## src/rtl/loop_counter_nested_if.sv

```systemverilog
// Bus bundle for the nested loop counter.
// The controller (master) drives the step controls and the per-level limits.
// The counter (slave) returns the counts, terminal flags and the sequence pulses.
interface loop_counter_nested_if #(
    parameter int LEVELS = 3,
    parameter int WIDTH  = 7
);
    logic                      clr;
    logic                      en;
    logic                      mode;
    logic [LEVELS*WIDTH-1:0]   limit;
    logic [LEVELS*WIDTH-1:0]   count;
    logic [LEVELS-1:0]         last;
    logic [LEVELS-1:0]         wrap;
    logic                      done;
    logic                      halted;

    modport master (
        output clr, en, mode, limit,
        input  count, last, wrap, done, halted
    );

    modport slave (
        input  clr, en, mode, limit,
        output count, last, wrap, done, halted
    );
endinterface

```

## src/rtl/loop_counter_nested.sv

```systemverilog
// N-level nested loop counter with per-level runtime limits.
// Level 0 is innermost, and each level carries into the next outer level on its
// terminal count. A full sequence either wraps every level to zero or, in
// one-shot mode, freezes at the terminal values until a clear.
module loop_counter_nested #(
    parameter int LEVELS = 3,
    parameter int WIDTH  = 7
) (
    input  logic                  clk,
    input  logic                  rst_n,
    loop_counter_nested_if.slave  bus
);

    typedef enum logic {
        RUNNING = 1'b0,
        HALTED  = 1'b1
    } run_state_t;

    run_state_t                     state_q, state_d;
    logic [LEVELS-1:0][WIDTH-1:0]   count_q, count_d;
    logic [LEVELS-1:0]              wrap_q, wrap_d;
    logic                           done_q, done_d;
    logic [LEVELS-1:0]              last_vec;
    logic [LEVELS-1:0]              carry;
    logic                           chain;
    logic                           step;
    logic                           complete;

    // Terminal flags come straight from the live limits, so a limit change is seen at once
    always_comb begin
        last_vec = '0;
        carry    = '0;
        step     = bus.en & ~bus.clr & (state_q == RUNNING);
        chain    = step;
        for (int i = 0; i < LEVELS; i++) begin
            last_vec[i] = (count_q[i] >= bus.limit[i*WIDTH +: WIDTH]);
            carry[i]    = chain;
            chain       = chain & last_vec[i];
        end
        complete = step & (&last_vec);
    end

    // Next counts, pulses and run state; clear wins, one-shot completion freezes the counts
    always_comb begin
        count_d = count_q;
        wrap_d  = '0;
        done_d  = 1'b0;
        state_d = state_q;
        if (bus.clr) begin
            count_d = '0;
            state_d = RUNNING;
        end else if (complete && bus.mode) begin
            done_d  = 1'b1;
            state_d = HALTED;
        end else begin
            done_d = complete;
            for (int i = 0; i < LEVELS; i++) begin
                if (carry[i]) begin
                    if (last_vec[i]) begin
                        count_d[i] = '0;
                        wrap_d[i]  = 1'b1;
                    end else begin
                        count_d[i] = count_q[i] + WIDTH'(1);
                    end
                end
            end
        end
    end

    // State register with asynchronous active-low reset
    always_ff @(posedge clk or negedge rst_n) begin
        if (!rst_n) begin
            count_q <= '0;
            wrap_q  <= '0;
            done_q  <= 1'b0;
            state_q <= RUNNING;
        end else begin
            count_q <= count_d;
            wrap_q  <= wrap_d;
            done_q  <= done_d;
            state_q <= state_d;
        end
    end

    assign bus.count  = count_q;
    assign bus.last   = last_vec;
    assign bus.wrap   = wrap_q;
    assign bus.done   = done_q;
    assign bus.halted = (state_q == HALTED);

endmodule

```

## src/flat_wrapper.sv

```systemverilog
// flat-port wrapper written by rule: the top's interface ports become plain ports
module loop_counter_nested_flat 
#(
    parameter int LEVELS = 3,
    parameter int WIDTH  = 7
)
  (clk, rst_n, bus_clr, bus_en, bus_mode, bus_limit, bus_count, bus_last, bus_wrap, bus_done, bus_halted);
  loop_counter_nested_if #(.LEVELS(LEVELS), .WIDTH(WIDTH)) bus_i ();
  input  logic clk;
  input  logic rst_n;
  input wire logic [$bits(bus_i.clr)-1:0] bus_clr;
  input wire logic [$bits(bus_i.en)-1:0] bus_en;
  input wire logic [$bits(bus_i.mode)-1:0] bus_mode;
  input wire logic [$bits(bus_i.limit)-1:0] bus_limit;
  output wire logic [$bits(bus_i.count)-1:0] bus_count;
  output wire logic [$bits(bus_i.last)-1:0] bus_last;
  output wire logic [$bits(bus_i.wrap)-1:0] bus_wrap;
  output wire logic [$bits(bus_i.done)-1:0] bus_done;
  output wire logic [$bits(bus_i.halted)-1:0] bus_halted;
  assign bus_i.clr = bus_clr;
  assign bus_i.en = bus_en;
  assign bus_i.mode = bus_mode;
  assign bus_i.limit = bus_limit;
  assign bus_count = bus_i.count;
  assign bus_last = bus_i.last;
  assign bus_wrap = bus_i.wrap;
  assign bus_done = bus_i.done;
  assign bus_halted = bus_i.halted;
  loop_counter_nested #(.LEVELS(LEVELS), .WIDTH(WIDTH)) u_core (.clk(clk), .rst_n(rst_n), .bus(bus_i));
endmodule
```

## config.mk

```make
export PLATFORM = sky130hd
export DESIGN_NAME = loop_counter_nested_flat
export DESIGN_NICKNAME = d
export VERILOG_FILES = /design/src/rtl/loop_counter_nested_if.sv /design/src/rtl/loop_counter_nested.sv /design/src/flat_wrapper.sv
export SDC_FILE = /design/constraint.sdc
export NUM_CORES = 1
export LEC_CHECK = 0
export CORE_UTILIZATION = 43
export CTS_CLUSTER_DIAMETER = 200
export DETAILED_ROUTE_END_ITERATION = 6
export PLACE_DENSITY = 0.77
export SYNTH_ARGS = -nofsm -noshare
export SYNTH_HDL_FRONTEND = slang
export SYNTH_SLANG_ARGS = --single-unit
```

## constraint.sdc

```tcl
create_clock -name clk -period 2.5 [get_ports clk]
set_input_delay 0.25 -clock clk [delete_from_list [all_inputs] [get_ports clk]]
set_output_delay 0.25 -clock clk [all_outputs]
set_load 0.05 [all_outputs]
```

==> impl_metrics.yaml <==
die:
  fp.dieH_um: 67.82
  io_pins: 55
  die_w_um: 67.82
  die-area_um2: 4600
  start_util_pct: 45.59
  core_area_um2: 4086
  rows: 23
clocking:
  clkLatencyLatePin_ns: 0.27
  clock_sinks: 26
  root_buffer: "clkbuf_8"
  hold_buffers: 0
  cts_buffers: 3
  cts_tree: "yes"
  clkTransAtPathRegs_ns: 0.09
  clockBufferDepth: 2
  htreeDepth: 1
timing:
  rsz0062_at_grt: "yes"
  skew_ns: 0.004376
  max_freq_mhz: 409.6
  final.period_utilization_pct: 97.64
  maxSlewViolCount: 0
  hold_viol_final: 0
  period_minus_slack_ns: 2.441
  finalWorstSetupSlack_ns: 0.05888
  setup_viol: 0
  tightest_slew_ns: 0.5150
  slew_headroom_pct: 65.56
detailed_routing:
  drc: 0
  avgViaCountPerCell: 5.426
  drt-total-wl_um: 4747
  vias: 1796
  drt-initial-drc-count: 59
  wl_per_cell_um: 14.34
  antenna_left: 0
  drtPass1Iterations: 4
worst_setup_path:
  startpoint_type: "input port"
  crit_family: "compound AO/OA/AOI/OAI gates"
  startpoint: "bus_limit[5]"
  critical_path.max_stage_delay_ns: 0.46
  rrSetupSlack_ns: 0.07
  crit_path_top_delay_cell: "clkdlybuf4s50_1"
  crit_fanout: 11
  path_depth: 11
  endpoint: "u_core.bus.count[19]$_DFFE_PN0P_"
  timing.setup.critical_path_class: "input port to flip-flop"
  cp-end-kind: "flip-flop"
  crit_chain: "clkdlybuf4s50_1, inv_1, ha_1, and2_4, a221o_1, a41oi_4, buf_6, nor4_2, buf_4, and3_1, a211o_1"
  timing.rr.end: "u_core.bus.count[19]$_DFFE_PN0P_"
  crit_required_ns: 2.66
  r2r_cells: 9
  worst-path-buf-inv: 4
  regToRegStartpoint: "u_core.bus.count[5]$_DFFE_PN0P_"
  arrival_ns: 2.60
grt:
  track_usage_pct: 20.79
  overflow: 0
  grt_pass1_wl_um: 7279
  grt_max_degree: 27
  grt_pass1_vias: 1666
  antenna_found_initial: 0
placement:
  gp_congestion: 0.8112
  preCtsSetupSlack_ns: -0.1828
  numPortBuffers: 54
  place_inst: 319
  hpwl_um: 3471
cells_and_area:
  areaGrowthSynthToFinish_pct: 53.32
  layout_commonest_cell: "clkdlybuf4s50_1"
  layout-drive-gt1-share_pct: 26.33
  diodes: 0
  n_fill_cell: 341
  final_cell_mix: "48 x clkdlybuf4s50_1, 29 x buf_4, 23 x inv_1, 20 x ha_1, 15 x dfrtp_1"
  nNetsFinal: 332
  finalNonFillerCells: 331
yosys:
  syn_area_per_cell_um2: 9.505
  yosysTopAreaCellShare_pct: 34.92
  syn_nets: 246
  yosysUniqueCellTypes: 39
  synth_largest_area_cell: "dfrtp_1"
  netlist_instances: 196
  synth.top_cells.by_area: "dfrtp_1 35%, ha_1 16%, inv_1 5.0%"
  netlist_area_um2: 1863
  synth-seq-cells: 26
  yosys_warnings: 0
  yosysSeqAreaShare_pct: 34.92
worst_hold_path:
  hp-class: "input port to async pin"
power:
  ir_worst_vdd_mv: 0.2905
  p_per_area_nw_per_um2: 301.1
  leakagePower_uw: 0.001427
status:
  status: "complete, no violations"
run:
  drv_cap: 0
-- metal layers --
layer  up-vias  share of wire [%]  track usage [%]
met4         0                1.6            5.208
met5         -                  0                0
met3         7                4.9            3.000
met1       850                 44            27.76
met2        57                 49            35.27
li1        882                  -                -
-- registers in the layout (all words and copies together) (netlist names) --
register           flops
u_core.bus.done        1
u_core.bus.count      21
u_core.bus.halted      1
u_core.bus.wrap        3
-- metrics by stage --
stage	util, %	hold slack, ns	power [uW]	instance area [um2]	TNS [ns]
2_1_floorplan	-	-0.04559	503.0	1932	0
3_3_place_gp	65.49	0.5118	585.1	2676	-1.067
3_5_place_dp	65.49	0.5073	589.4	2676	-2.258
4_1_cts	67.21	0.3490	862.7	2746	0
5_1_grt	69.90	0.3711	902.0	2856	-0.01203
6_report	69.90	0.3405	860.0	2856	0
-- final cells by class --
type / count / area, um2 / area share, %
clock buffers: 4 / 55.05 / 1.927
repair buffers: 83 / 773.2 / 27.07
inverters: 27 / 106.4 / 3.723
well taps: 50 / 62.56 / 2.190
flip-flops and latches: 26 / 664.4 / 23.26
multi-input cells: 141 / 1195 / 41.83
-- cell families after synthesis --
logic type                 count (synthesis)  synth area share [%]
xor gates and xnor gates                   1                0.4702
muxes                                      2                 1.209
and+or+nand+nor                           70                 21.22
buffers and inverters                     29                 5.910
AOI/OAI and AO/OA                         44                 20.15
DFF                                       26                 34.92
adders and majority gates                 24                 16.12
-- synthesized netlist by cell type (all sizes together) --
cell type,n
inv,27
dfrtp,26
ha,24
nand2,13
and3,9
nand3,8
a211o,7
nor2,7
nor2b,7
a21oi,6
nor3,6
and2,5
nor3b,5
o21ai,5
a221o,4
nand2b,4
o31ai,4
or2,4
a21o,3
a221oi,3
a22o,3
a41oi,3
o32ai,3
mux2,2
nor4,2
a21bo,1
a31o,1
a31oi,1
buf,1
clkbuf,1
xor2,1
-- report_power, final --
part / switching [uW] / internal (uW) / leakage (uW)
Combinational: 78.4 / 81.7 / 0.00105
Sequential: 3.71 / 423 / 0.000344
Clock: 132 / 141 / 0.0000288
-- worst min path at each step --
stage | to | slack [ns] | depth (start not counted)
after global placement | u_core.bus.halted$_DFFE_PN0P_ | 0.51 | 2
final | u_core.bus.count[18]$_DFFE_PN0P_ | 0.34 | 2
after floorplan | u_core.bus.count[0]$_DFFE_PN0P_ | -0.05 | 0
after global routing | u_core.bus.count[1]$_DFFE_PN0P_ | 0.37 | 2
after detailed placement | u_core.bus.halted$_DFFE_PN0P_ | 0.51 | 2
after CTS | u_core.bus.count[5]$_DFFE_PN0P_ | 0.35 | 2
-- repair_timing --
item                                    CTS  global route
resized for setup                         0            16
endpoints found under the setup margin    2            14
setup buffers                             3             6
pin swaps                                 0             5
No activity file was read; power rests on OpenSTA's default activity.
